==> config.mk <==
export PLATFORM = sky130hd
export DESIGN_NAME = fifo_burst_reader
export DESIGN_NICKNAME = d
export VERILOG_FILES = /design/src/rtl/fifo_pkg.sv /design/src/rtl/skid_buffer2.sv /design/src/rtl/fifo_burst_reader.sv
export SDC_FILE = /design/constraint.sdc
export NUM_CORES = 1
export LEC_CHECK = 0
export ABC_AREA = 0
export BUFFER_PORTS_ARGS = -buffer_cell sky130_fd_sc_hd__buf_2
export CAP_MARGIN = 20
export CORE_MARGIN = 5
export CORE_UTILIZATION = 50
export DETAILED_ROUTE_END_ITERATION = 7
export PLACE_DENSITY = 0.72
export RECOVER_POWER = 100
export SLEW_MARGIN = 30
export SYNTH_ARGS = -nofsm -noshare
export SYNTH_HDL_FRONTEND = slang
export SYNTH_SLANG_ARGS = --single-unit
==> constraint.sdc <==
create_clock -name read_clock -period 2.8 [get_ports read_clock]
set_input_delay 0.28 -clock read_clock [delete_from_list [all_inputs] [get_ports read_clock]]
set_output_delay 0.28 -clock read_clock [all_outputs]
set_load 0.1 [all_outputs]
==> src/rtl/fifo_pkg.sv <==
// Shared definitions for the FIFO read/write-side helper blocks.
// Holds the default data width, the burst controller state encoding and the counter width rule.
package fifo_pkg;

  localparam int DEFAULT_BIT_WIDTH = 8;

  typedef enum logic [1:0] {
    IDLE  = 2'd0,
    DRAIN = 2'd1,
    DONE  = 2'd2,
    FLUSH = 2'd3
  } state_t;

  // Bits needed to hold any count from 0 up to max_burst inclusive.
  function automatic int cnt_width(input int max_burst);
    return $clog2(max_burst + 1);
  endfunction

endpackage

==> src/rtl/skid_buffer2.sv <==
// Two-entry valid/ready buffer with push, pop and synchronous clear.
// head is the oldest entry; a simultaneous push and pop keeps the occupancy unchanged.
module skid_buffer2 #(
  parameter int WIDTH = 8
) (
  input  logic             clk,
  input  logic             rst,
  input  logic             push,
  input  logic [WIDTH-1:0] push_data,
  input  logic             pop,
  input  logic             clear,
  output logic [WIDTH-1:0] head,
  output logic             valid,
  output logic [1:0]       count
);

  logic [WIDTH-1:0] tail;
  logic             do_push;
  logic             do_pop;

  assign do_pop  = pop && (count != 2'd0);
  assign do_push = push && ((count != 2'd2) || do_pop);
  assign valid   = (count != 2'd0);

  // NOTE: both storage words are reset, so head reads zero straight out of reset.
  always_ff @(posedge clk or posedge rst) begin
    if (rst) begin
      count <= 2'd0;
      head  <= '0;
      tail  <= '0;
    end else if (clear) begin
      count <= 2'd0;
    end else begin
      unique case ({do_push, do_pop})
        2'b10: begin
          if (count == 2'd0) head <= push_data;
          else               tail <= push_data;
          count <= count + 2'd1;
        end
        2'b01: begin
          head  <= tail;
          count <= count - 2'd1;
        end
        2'b11: begin
          if (count == 2'd2) begin
            head <= tail;
            tail <= push_data;
          end else begin
            head <= push_data;
          end
        end
        default: ;
      endcase
    end
  end

endmodule

==> src/rtl/fifo_burst_reader.sv <==
// Read-side burst consumer: drains burst_len words from a show-ahead FIFO into a
// valid/ready stream through a two-entry skid buffer, with abort-and-flush support.
module fifo_burst_reader
  import fifo_pkg::*;
#(
  parameter  int BIT_WIDTH = DEFAULT_BIT_WIDTH,
  parameter  int MAX_BURST = 255,
  localparam int CNT_W     = cnt_width(MAX_BURST)
) (
  input  logic                 read_clock,
  input  logic                 reset,
  input  logic                 start,
  input  logic [CNT_W-1:0]     burst_len,
  input  logic                 abort,
  input  logic [BIT_WIDTH-1:0] fifo_data_out,
  input  logic                 fifo_empty,
  output logic                 fifo_dequeue,
  output logic                 fifo_flush,
  output logic [BIT_WIDTH-1:0] out_data,
  output logic                 out_valid,
  input  logic                 out_ready,
  output logic                 busy,
  output logic                 done,
  output logic [15:0]          words_read
);

  localparam logic [CNT_W-1:0] MAX_LEN = CNT_W'(MAX_BURST);

  state_t           state;
  state_t           state_nxt;
  logic [CNT_W-1:0] remaining;
  logic [CNT_W-1:0] len_sat;
  logic [1:0]       skid_count;

  // Widen before comparing so the saturation test stays meaningful at any MAX_BURST.
  assign len_sat = (int'(burst_len) > MAX_BURST) ? MAX_LEN : burst_len;

  assign busy       = (state == DRAIN);
  assign done       = (state == DONE);
  assign fifo_flush = (state == FLUSH);

  // NOTE: every output of this block gets a default first, so no path can infer a latch.
  always_comb begin
    state_nxt    = state;
    fifo_dequeue = 1'b0;
    unique case (state)
      IDLE: begin
        if (abort)      state_nxt = FLUSH;
        else if (start) state_nxt = DRAIN;
      end
      DRAIN: begin
        if (abort) begin
          state_nxt = FLUSH;
        end else begin
          fifo_dequeue = !fifo_empty && (remaining != '0) &&
                         ((skid_count != 2'd2) || out_ready);
          if ((remaining == '0) && (skid_count == 2'd0)) state_nxt = DONE;
        end
      end
      DONE:    state_nxt = abort ? FLUSH : IDLE;
      FLUSH:   state_nxt = IDLE;
      default: state_nxt = IDLE;
    endcase
  end

  // NOTE: sequential state uses non-blocking assignments only.
  always_ff @(posedge read_clock or posedge reset) begin
    if (reset) begin
      state      <= IDLE;
      remaining  <= '0;
      words_read <= 16'd0;
    end else begin
      state <= state_nxt;
      if ((state == IDLE) && start && !abort) remaining <= len_sat;
      else if (state == FLUSH)                remaining <= '0;
      else if (fifo_dequeue)                  remaining <= remaining - 1'b1;
      if (fifo_dequeue) words_read <= words_read + 16'd1;
    end
  end

  skid_buffer2 #(
    .WIDTH(BIT_WIDTH)
  ) u_skid (
    .clk      (read_clock),
    .rst      (reset),
    .push     (fifo_dequeue),
    .push_data(fifo_data_out),
    .pop      (out_ready),
    .clear    (state == FLUSH),
    .head     (out_data),
    .valid    (out_valid),
    .count    (skid_count)
  );

endmodule

==> results of run 1 <==
area by class of cell:
| class | count | area [um2] |
|---|---|---|
| Clock inverter | 2 | 10.0 |
| Sequential cell | 44 | 1100 |
| Multi-Input combinational cell | 181 | 1270 |
| Tap cell | 67 | 83.8 |
| Fill cell | 453 | 1980 |
| Timing Repair Buffer | 55 | 250 |
| Clock buffer | 6 | 82.6 |
| Inverter | 8 | 30.0 |
repair_timing:
item                                   in CTS  in global routing
hold buffers                                1                  0
setup endpoints to repair                   0                  0
endpoints found under the hold margin      16                  0
resized for setup                           0                  0
registers in the layout (all words and copies together), names as in the netlist:
| register | count |
|---|---|
| u_skid.count | 2 |
| remaining | 8 |
| state | 2 |
| u_skid.head | 8 |
| u_skid.tail | 8 |
| words_read | 16 |
cell usage in the layout (no fill, tap or decap), drive strengths merged, types with 3 or more instances in the layout:
cell,count
nand4,5
nand2b,3
clkinv,4
and4,4
a41oi,8
nand3,26
nor2,11
nand2,23
clkbuf,36
a21oi,7
buf,24
o211ai,3
and3,4
dfrtp,44
nor2b,3
a22o,4
nor4,3
nor3,9
inv,6
mux2,13
xor2,3
xnor2,14
nand3b,3
or3,4
report_power, final:
part	leakage (nW)	internal, mW	switching (mW)
Clock	0.0510	0.197	0.217
Combinational	0.620	0.417	1.33
Sequential	0.573	0.835	0.209
tightest hold or removal path, cell delays in order:
cell,delay [ns]
sky130_fd_sc_hd__buf_2,0.08
sky130_fd_sc_hd__nand2_1,0.04
sky130_fd_sc_hd__nand3_1,0.05
cell families (layout without fill, tap and decap cells):
logic type / Yosys count / count (layout) / share of synthesized area (%)
xor+xnor: 17 / 17 / 5.89
buf+inv: 20 / 71 / 4.40
simple gates: 112 / 112 / 26.1
mux: 15 / 15 / 6.58
flops: 44 / 44 / 43.5
fa+ha+maj: 2 / 2 / 0.989
compound gates: 35 / 35 / 12.5
layer usage:
metal / routed length [um] / part of all wire [%]
met1: 2740 / 48
met2: 2630 / 46
met3: 306 / 5.3
met4: 51 / 0.89
met5: 0 / 0
per-stage QoR:
step / total power, mW / util (%) / std cells / cell area [um2]
6_report: 3.20 / 58.8 / 363 / 2830
5_1_grt: 3.38 / 58.8 / 363 / 2830
4_1_cts: 3.28 / 60.5 / 363 / 2920
3_5_place_dp: 2.86 / 58.4 / 354 / 2810
3_3_place_gp: 2.84 / 58.4 / 354 / 2810
2_1_floorplan: 2.56 / - / 245 / 2530
path summary, 6_finish.rpt:
path | start | to | slack [ns]
worst min-delay path | burst_len[5] | remaining[5]$_DFFE_PP0P_ | 0.18
worst min register to register | words_read[15]$_DFFE_PP0P_ | words_read[15]$_DFFE_PP0P_ | 0.49
min in group asynchronous | reset | u_skid.head[5]$_DFFE_PP0P_ | 0.51
worst max register to register | remaining[0]$_DFFE_PP0P_ | u_skid.tail[1]$_DFFE_PP0P_ | 0.34
max in group asynchronous | reset | u_skid.count[1]$_DFFE_PP0P_ | 1.26
worst max-delay path | remaining[0]$_DFFE_PP0P_ | fifo_dequeue | 0.33
==> results by stage, run 1 <==
Route:
- The detailed-route wire length per cell is 15.8 um.
- The detailed-route DRC error count is 0.
- The routed via count divided by cell count is 5.67.
- After the first detailed-routing iteration, the DRC count stood at 116.
- Once detail routing completed, the nets flagged for antenna violations numbered 0.
- The first detailed-routing pass took 4 iterations.
- For this block, the routed nets add up to 5.72 mm of wire.
- The count of vias placed by the detailed router is 2060.

Setup path:
- STA classifies the critical path startpoint as a register.
- Along the worst path, the maximum fanout reaches 19.
- On the critical path the largest part of the delay comes from buffers and inverters.
- Counting both buffers and inverters, the worst setup path holds a total of 3.
- STA puts the critical path data required time at 2.52 ns.
- Counting cells, the worst reg-to-reg path comes to 7.
- Walking the worst path, the cells encountered are inv_1 -> ha_1 -> or3b_2 -> o211ai_1 -> inv_2 -> buf_2.
- Among all stages on the critical path, the largest delay is contributed by sky130_fd_sc_hd__or3b_2.
- The category of the worst setup path capture point is an output port.
- The category of the critical setup timing path is reg2out.
- The critical path runs through a total of 6 cells.
- At the worst endpoint, the arrival time is 2.19 ns.
- The delay of the slowest cell on the worst path is 0.45 ns.

CTS:
- For this design, the sink count on the clock tree is 44.
- The clock tree from TritonCTS is done.
- The buffer cell driving the clock tree root is sky130_fd_sc_hd__clkbuf_8.
- After clock tree synthesis, the clock-pin slew on the worst setup and hold paths is 0.09 ns.
- The number of buffers added by the clock tree synthesis step is 5.
- For the worst-skew pair, the clock arrives at the later sink with an insertion delay of 0.30 ns.
- The H-tree was split into 2 levels.
- Counting along the longest clock path gives a buffer depth of 2.
- After clock tree synthesis, the setup repair step added 0 buffers.

Global route:
- Global routing finished with a remaining overflow of 0.
- The number of antenna violations at the first check in global routing was 0.
- The highest-utilization routing layer at the global route stage is met2.
- The maximum number of pins on one net before global-route repair is 29.
- The met1 track demand over resource in global routing is 24.8%.
- The global-route met3 utilization is 3.66%.
- Global routing consumed, over all layers together, 18.3% of the routing resources.
- The via count of the first global-routing pass came to 2002.
- The met2 usage is 29.5%.
- The global-route wire length before repair is 9.40 mm.

Layout:
- The final layout net count is 319.
- In the final layout, the share of cells above drive strength 1 is 21.3%.
- The area growth from synthesis to layout is 12.0%.
- 0 antenna diodes ended up in the layout.

Placed design:
- At the end of routability-driven placement, the weighted congestion stood at 0.785.
- The worst slack at placement is 0.501 ns.
- During placement, the flow inserted port buffers numbering 50.
- Detailed placement finished with a half-perimeter wire length of 4.03 mm.

Power:
- Summed over all cells, the static leakage comes to 1.24 nW.
- The power per unit of standard cell area is 1130 mW/mm2.
- VDD sags by at most 0.653 mV.

Synthesis:
- The predominant post-synthesis flop cell is sky130_fd_sc_hd__dfrtp_1.
- The number of nets produced by synthesis is 269.
- The Yosys step of the flow raised 0 warnings.
- The instance count of the mapped netlist is 245.
- In this run the mean area of a mapped cell was 10.3 um2.
- The most frequent cell after synthesis is sky130_fd_sc_hd__dfrtp_1.
- The portion of synthesized cell area occupied by the leading cell type is 43.5%.
- In the post-synthesis netlist, the biggest area contributors are sky130_fd_sc_hd__dfrtp_1, sky130_fd_sc_hd__mux2_2, sky130_fd_sc_hd__xnor2_1.
- In this run, distinct cell masters in the synthesized netlist total 58.
- The number of synthesized flops with an enable pin is 0.
- The cell type with the largest total area after synthesis is sky130_fd_sc_hd__dfrtp_1.
- Counting instances in the post-synthesis netlist gives the leading cell types as sky130_fd_sc_hd__dfrtp_1, sky130_fd_sc_hd__nand2_1, sky130_fd_sc_hd__nand3_1.
- After synthesis the netlist holds a flip-flop and latch count of 44.
- The netlist area before placement is 0.00253 mm2.
- The proportion of synthesized chip area in sequential cells is 43.5%.
- The async set-or-reset flop fraction in the synthesized netlist is 100%.

Floorplanning:
- The count of standard-cell rows is 25.
- Measured along the x axis, the die boundary spans 81.1 um.
- In this run the vertical extent of the chip is 81.1 um.
- The area of the die is 0.00658 mm2.
- The floorplan step defined a core boundary enclosing 0.00482 mm2.
- The boundary pin count is 51.
- The initial cell density of the core is 52.5%.

STA:
- On the final layout, the worst hold slack is 0.180 ns.
- At the pin with the least slew margin, the transition time is 1.17 ns.
- The number of hold violations in the final report was 0.
- The final clock skew is 0.0101 ns.
- The number of slew-limit violations in the final report came to 0.
- The final setup violation count is 0.
- Setup slack closes at 0.328 ns.
- The upper clock frequency limit is 405 MHz.
- Setup repair after global routing left no endpoint under its margin.
- The portion of the clock cycle consumed by the worst path in the final layout is 88.3%.
- The final setup TNS is 0 ns.
- The final period demand of the worst path is 2.47 ns.
- Headroom to the max-slew limit came out at 22.2%.

Hold path:
- The worst hold path passes through 3 cells.
- The class of the worst hold path is in2reg.

Run:
- The number of max-capacitance violations reported is 0.

Outcome:
- The flow ran to the end, and the final reports show no timing, DRC or antenna violations.
No activity file was read; power rests on OpenSTA's default activity.
==> run 2, diff against run 1 <==
- CORE_MARGIN: 5 -> unset
- SLEW_MARGIN: 30 -> 5
==> results by stage, run 2 (synthesis gave the netlist of run 1 again) <==
Outcome:
- The run finished, with violations left.
- The checks that failed: negative hold slack.

Route:
- In the routed design, unresolved DRC markers number 0.
- The overall routed net length is 5.56 mm.
- Dividing the detail-routed via count by the number of cells gives 5.70.
- After the first detailed-routing iteration, the DRC count stood at 165.
- The count of nets left with antenna violations once routing finished came out at 0.
- The final route contains 2064 vias.
- The detailed-route wire length per cell is 15.4 um.
- The number of iterations in the first detailed-routing pass is 4.

Layout:
- The final layout net count is 318.
- The final design area excluding fillers is 0.00283 mm2.
- The layout has 472 filler cells.
- The repair_antennas step left the layout with diodes totalling 0.
- The multi-input logic area is 0.00128 mm2.
- The non-filler instance count after layout is 362.
- The most flop-heavy register is words_read.
- The layout cell share with drive strength beyond 1 is 20.3%.
- The top cell types in the final layout, fill and taps aside, are sky130_fd_sc_hd__dfrtp_1, sky130_fd_sc_hd__clkbuf_1, sky130_fd_sc_hd__nand3_1, sky130_fd_sc_hd__nand2_1, sky130_fd_sc_hd__buf_2.
- Compared with the post-synthesis result, the final layout area differs by 11.7%.
- The most common cell after layout, fill and taps aside is sky130_fd_sc_hd__dfrtp_1.
- The total area of sequential cells is 0.00110 mm2.
- The final core utilization is 59.1%.
- The register with the most flip-flops in the layout has 16 of them.

Setup path:
- The critical path startpoint category is a register.
- The category of the critical setup timing path is reg2out.
- In this run the worst path has a maximum fanout of 19.
- The destination of the worst register-to-register timing path is u_skid.tail[6]$_DFFE_PP0P_.
- The worst setup path is captured at an output port.
- The cell depth of the worst flop-to-flop path is 7.
- Tracing the worst setup path back leads to its startpoint at remaining[0]$_DFFE_PP0P_.
- The delay of the slowest cell on the worst path is 0.45 ns.
- Walking the worst path, the cells encountered are inv_1 -> ha_1 -> or3b_2 -> o211ai_1 -> inv_2 -> buf_2.
- STA puts the critical path data required time at 2.52 ns.
- Across all register-to-register paths, the minimum setup slack is 0.34 ns.
- The launching point of the worst reg2reg path is remaining[0]$_DFFE_PP0P_.
- The critical-path cell with the highest stage delay is sky130_fd_sc_hd__or3b_2.
- The worst path arrival time is 2.20 ns.

STA:
- The portion of the clock cycle consumed by the worst path in the final layout is 88.6%.
- The hold slack is -0.000722 ns.
- Static timing analysis puts the maximum clock frequency at 403 MHz.
- The headroom to the max-slew limit is 2.59%.
- The final setup violation count is 0.
- The number of slew-limit violations in the final report is 0.
- Setup slack on the critical path of the routed design comes to 0.320 ns.
- The number of hold violations in the final report is 3.
- The final clock skew is 0.00521 ns.
- The actual slew at the worst max-slew pin is 1.46 ns.
- The final period demand of the worst path is 2.48 ns.
- Setup repair after global routing left no endpoint under its margin.
- For the final routed database, the setup TNS stands at 0 ns.

Floorplanning:
- The die extent in y is 73.1 um.
- The area of the die is 0.00535 mm2.
- The count of standard-cell rows is 25.
- The total core area is 0.00479 mm2.
- The boundary pin count is 51.
- Once the floorplan was initialized, standard cells occupied 52.9% of the core.
- The die width is 73.1 um.

Power:
- IR analysis of the VDD net gives a maximum drop of 0.690 mV.
- For this design the total switching power over the nets is 1.75 mW.
- Cell internal power was estimated by the tool at 1.46 mW.
- Of the total power, combinational logic draws 54.6%.
- For this design the ratio of total power to cell area is 1130 mW/mm2.
- The sequential group share of total power is 32.6%.
- The clock share of power is 12.7%.
- Overall power consumption after layout is estimated at 3.20 mW.
- Of the total power, the share spent switching nets is 54.5%.
- The leakage dissipation is 1.23 nW.

CTS:
- In this run the deepest clock path goes through 2 buffers.
- The number of buffers added by the clock tree synthesis step is 5.
- The H-tree generated during clock tree synthesis spans 2 levels.
- The buffer cell driving the clock tree root is sky130_fd_sc_hd__clkbuf_8.
- The register clock-pin slew on the reported worst setup and hold paths is 0.08 ns.
- Clock tree synthesis found a total of 44 sinks.
- After clock tree synthesis, the flow added hold-fix buffers numbering 0.
- The post-CTS setup repair buffer count is 0.
- The clock tree from TritonCTS is done.
- For the worst-skew pair, the clock arrives at the later sink with an insertion delay of 0.29 ns.
- The post-cts repair resize count is 0.

Global route:
- The global-route wire length before repair is 9.34 mm.
- The global-route usage over all layers is 22.8%.
- The highest-utilization routing layer at the global route stage is met2.
- The residual overflow from global routing is 0.
- Entering global routing, the biggest net connects 27 pins.
- The met2 usage is 36.1%.
- The via count of the first global-routing pass is 1982.
- The number of antenna violations at the first check in global routing is 0.
- The global-route met3 utilization is 4.28%.
- The met1 track demand over resource in global routing is 31.8%.

Run:
- Across the run, the number of max-cap violations was 0.

Placed design:
- The HPWL after detailed placement is 3.97 mm.
- The cell count after placement is 354.
- The congestion estimate from routability-driven global placement came to 0.806.
- During placement, the flow inserted port buffers numbering 50.
- After detailed placement, the total cell area comes to 0.00281 mm2.
- OpenSTA, run right after detailed placement, puts the worst setup slack at 0.496 ns.

Hold path:
- The class of the worst hold path is in2async.
==> run 2: changes by cell type in the layout (fill, tap and decap cells not counted), sizes merged <==
| cell | before | now |
|---|---|---|
| clkbuf | 36 | 38 |
| clkinv | 4 | 2 |
| dlygate4sd3 | 1 | 0 |
==> run 2: area by class of cell <==
| cell class | count | share of cell area, % |
|---|---|---|
| multi-input combinational | 181 | 45.4 |
| sequential | 44 | 39.0 |
| timing repair buffer | 54 | 8.46 |
| clock buffer | 8 | 3.19 |
| tap | 67 | 2.97 |
| inverter | 8 | 1.06 |
==> run 2: per-layer routing <==
layer	vias up	routed length (um)
li1	997	-
met1	1003	2640
met2	58	2610
met3	6	257
met4	0	54
met5	-	0
==> run 2: worst max-delay path: cells and delay by family, from the launching register on <==
kind            cells  cell delay [ns]
compound gates      1             0.24
fa+ha+maj           1             0.19
buf+inv             3             0.61
flops               1             0.41
simple gates        1             0.45
==> run 2: power groups by stage <==
stage | registers [mW] | clock network, mW | logic [mW]
after floorplan | 1.59 | 0 | 0.976
after global placement | 1.05 | 0 | 1.78
after detailed placement | 1.06 | 0 | 1.81
after CTS | 1.05 | 0.414 | 1.81
after global routing | 1.08 | 0.444 | 1.87
final | 1.05 | 0.408 | 1.75
==> run 2: worst max-delay path by stage <==
stage / endpoint / slack, ns / cells after the start
after floorplan: u_skid.head[1]$_DFFE_PP0P_ / 0.35 / 7
after global placement: u_skid.head[0]$_DFFE_PP0P_ / 0.58 / 4
after detailed placement: u_skid.head[0]$_DFFE_PP0P_ / 0.50 / 4
after CTS: fifo_dequeue / 0.38 / 6
after global routing: fifo_dequeue / 0.18 / 6
final: fifo_dequeue / 0.32 / 6
==> run 3, diff against run 2 <==
--- a/config.mk
+++ b/config.mk
@@ -8,7 +8,7 @@
 export ABC_AREA = 0
-export BUFFER_PORTS_ARGS = -buffer_cell sky130_fd_sc_hd__buf_2
+export BUFFER_PORTS_ARGS = -buffer_cell sky130_fd_sc_hd__buf_4
 export CAP_MARGIN = 20
-export CORE_UTILIZATION = 50
+export CORE_UTILIZATION = 47
 export DETAILED_ROUTE_END_ITERATION = 7
-export PLACE_DENSITY = 0.72
+export PLACE_DENSITY = 0.68
 export RECOVER_POWER = 100
--- a/constraint.sdc
+++ b/constraint.sdc
@@ -3,2 +3,2 @@
 set_output_delay 0.28 -clock read_clock [all_outputs]
-set_load 0.1 [all_outputs]
+set_load 0.01 [all_outputs]
==> results by stage, run 3 (synthesis gave the netlist of run 1 again) <==
CTS:
- The number of buffers on the longest clock path is 2.
- Counting the buffers created by CTS gives 5.
- The clock tree from TritonCTS is done.
- The tree is rooted in a sky130_fd_sc_hd__clkbuf_8.
- The clock latency on the worst-skew pair is 0.30 ns.
- After clock tree synthesis, the clock-pin slew on the worst setup and hold paths is 0.09 ns.
- The clock net sink count is 44.
- The total number of H-tree levels is 2.
- Post-CTS repair changed the size of 0 cells.

STA:
- The headroom to the max-slew limit is 27.5%.
- The actual slew at the worst max-slew pin is 1.09 ns.
- The number of slew-limit violations in the final report was 0.
- Setup repair after global routing left no endpoint under its margin.
- The final setup violation count is 0.
- Across all hold checks on the routed design, the worst slack comes to 0.180 ns.
- The final critical path takes up 91.5% of the cycle.
- The routed design could run at a clock period as short as 2.56 ns.
- For the final database, setup skew stands at 0.0103 ns.
- The upper clock frequency limit is 391 MHz.
- The number of hold violations in the final report was 0.
- The final setup TNS is 0 ns.

Layout:
- After filler insertion, the fill cell instance count of the layout stands at 515.
- The number of antenna diodes in the final layout is 0.
- Leaving out fill and tap cells, the most frequent cell in the layout is sky130_fd_sc_hd__dfrtp_1.
- The number of flip-flops in the largest register is 16.
- Compared with the post-synthesis result, the final layout area differs by 14.7%.
- words_read holds more flip-flops than any other register.
- The final layout net count is 321.
- Of the cells placed in the final design, the portion with a size suffix greater than 1 is 20.2%.
- The library cells used most frequently in the layout, excluding fill and tap cells, are sky130_fd_sc_hd__dfrtp_1, sky130_fd_sc_hd__clkbuf_1, sky130_fd_sc_hd__buf_4, sky130_fd_sc_hd__nand2_1, sky130_fd_sc_hd__nand3_1.

Floorplanning:
- The floorplan step set the die height to 75.4 um.
- In this run the count of I/O pins placed on the die edge is 51.
- The total core area is 0.00514 mm2.
- For this configuration, the core starts out at a cell density of 49.2%.
- The area of the die is 0.00568 mm2.
- The die width is 75.4 um.
- The count of standard-cell rows is 26.

Global route:
- The via count of the first global-routing pass came to 2051.
- Global routing used 22.1% of the available tracks across all layers.
- The number of antenna violations at the first check in global routing is 0.
- The first global-routing pass estimated 9.44 mm of wire.
- The maximum number of pins on one net before global-route repair is 28.
- Global routing finished with a remaining overflow of 0.

Power:
- VDD sags by at most 0.502 mV.
- Summed over all cells, the static leakage comes to 1.26 nW.
- For this design the ratio of total power to cell area is 855 mW/mm2.

Route:
- The first detailed-routing pass ran for 4 iterations.
- For this run, design rule violations remaining after detail routing come to 0.
- The count of antenna-violating nets left after detailed routing is 0.
- After detailed routing, the number of vias per cell comes to 5.81.
- The iteration-0 DRC count of the detailed router is 181.
- The count of vias placed by the detailed router is 2131.
- Dividing the detail-routed wire length by the instance count gives 15.7 um.
- Wires add up to 5.75 mm.

Setup path:
- The critical path in this run is classified as reg2out.
- The delay of the slowest cell on the worst path is 0.48 ns.
- For this design, the slowest cell found on the critical path is sky130_fd_sc_hd__or3b_2.
- The category of the worst setup path capture point is an output port.
- The critical path contains buffers and inverters numbering 3 combined.
- The worst setup path is launched from a register.
- The critical-path maximum fanout is 19.
- STA puts the critical path data required time at 2.52 ns.
- The top cell family by delay on the critical path is buffers and inverters.
- At the worst endpoint, the arrival time is 2.28 ns.
- Walking the worst path, the cells encountered are inv_1 -> ha_1 -> or3b_2 -> o211ai_4 -> inv_2 -> clkbuf_1.

Run:
- The number of max-capacitance violations reported is 0.

Placed design:
- The number of buffers inserted by port buffering is 50.
- The detailed-placement wirelength estimate is 4.03 mm.
- The final estimated routing congestion in global placement is 0.793.

Hold path:
- The class of the worst hold path is in2reg.

Outcome:
- The run finished with clean final reports.
==> run 3: tightest hold or removal path, stage by stage <==
cell and delay [ns]:
sky130_fd_sc_hd__buf_4 0.08, sky130_fd_sc_hd__nand2_1 0.04, sky130_fd_sc_hd__nand3_1 0.05
==> run 3: cell type report <==
| cell class | instances | area [um2] | area share (%) |
|---|---|---|---|
| Inverter | 8 | 30.0 | 1.03 |
| Timing Repair Buffer | 57 | 315 | 10.9 |
| Sequential cell | 44 | 1100 | 37.9 |
| Tap cell | 70 | 87.6 | 3.02 |
| Clock buffer | 7 | 96.3 | 3.32 |
| Multi-Input combinational cell | 181 | 1270 | 43.8 |
==> run 3: repair_timing <==
item                                   in CTS  in global routing
hold buffers                                0                  1
endpoints found under the hold margin       0                  7
buffers inserted                            0                  0
==> run 3: report_power, final <==
group	internal, mW	switching, mW	leakage [nW]
Clock	0.220	0.217	0.0503
Combinational	0.436	0.560	0.640
Sequential	0.834	0.215	0.573
==> run 3: through the flow <==
step           instance area [um2]  util [%]  worst slack (ns)  power, mW  instances
6_report                      2900      56.5             0.239       2.48        367
5_1_grt                       2900      56.5             0.142       2.66        367
4_1_cts                       3050      59.3             0.198       2.62        365
3_5_place_dp                  2950      57.4             0.514       2.17        358
3_3_place_gp                  2950      57.4             0.546       2.15        358
2_1_floorplan                 2530         -             0.841       1.80        245
==> run 3: layer usage <==
layer / track usage (%) / wire, um / vias up
met2: 35.8 / 2710 / 75
met4: 9.67 / 100 / 0
met1: 29.1 / 2610 / 1040
met3: 4.23 / 330 / 12
li1: - / - / 1004
met5: 0 / 0 / -
==> run 3: worst paths after layout <==
kind / from / end / slack (ns) / depth (start not counted)
worst max-delay path: remaining[0]$_DFFE_PP0P_ / fifo_dequeue / 0.24 / 6
worst min-delay path: burst_len[5] / remaining[5]$_DFFE_PP0P_ / 0.18 / 3
worst max register to register: state[1]$_DFFE_PP0P_ / u_skid.tail[6]$_DFFE_PP0P_ / 0.28 / 4
worst min register to register: words_read[15]$_DFFE_PP0P_ / words_read[15]$_DFFE_PP0P_ / 0.49 / 1
max in group asynchronous: reset / remaining[7]$_DFFE_PP0P_ / 0.72 / 5
min in group asynchronous: reset / words_read[15]$_DFFE_PP0P_ / 0.44 / 3
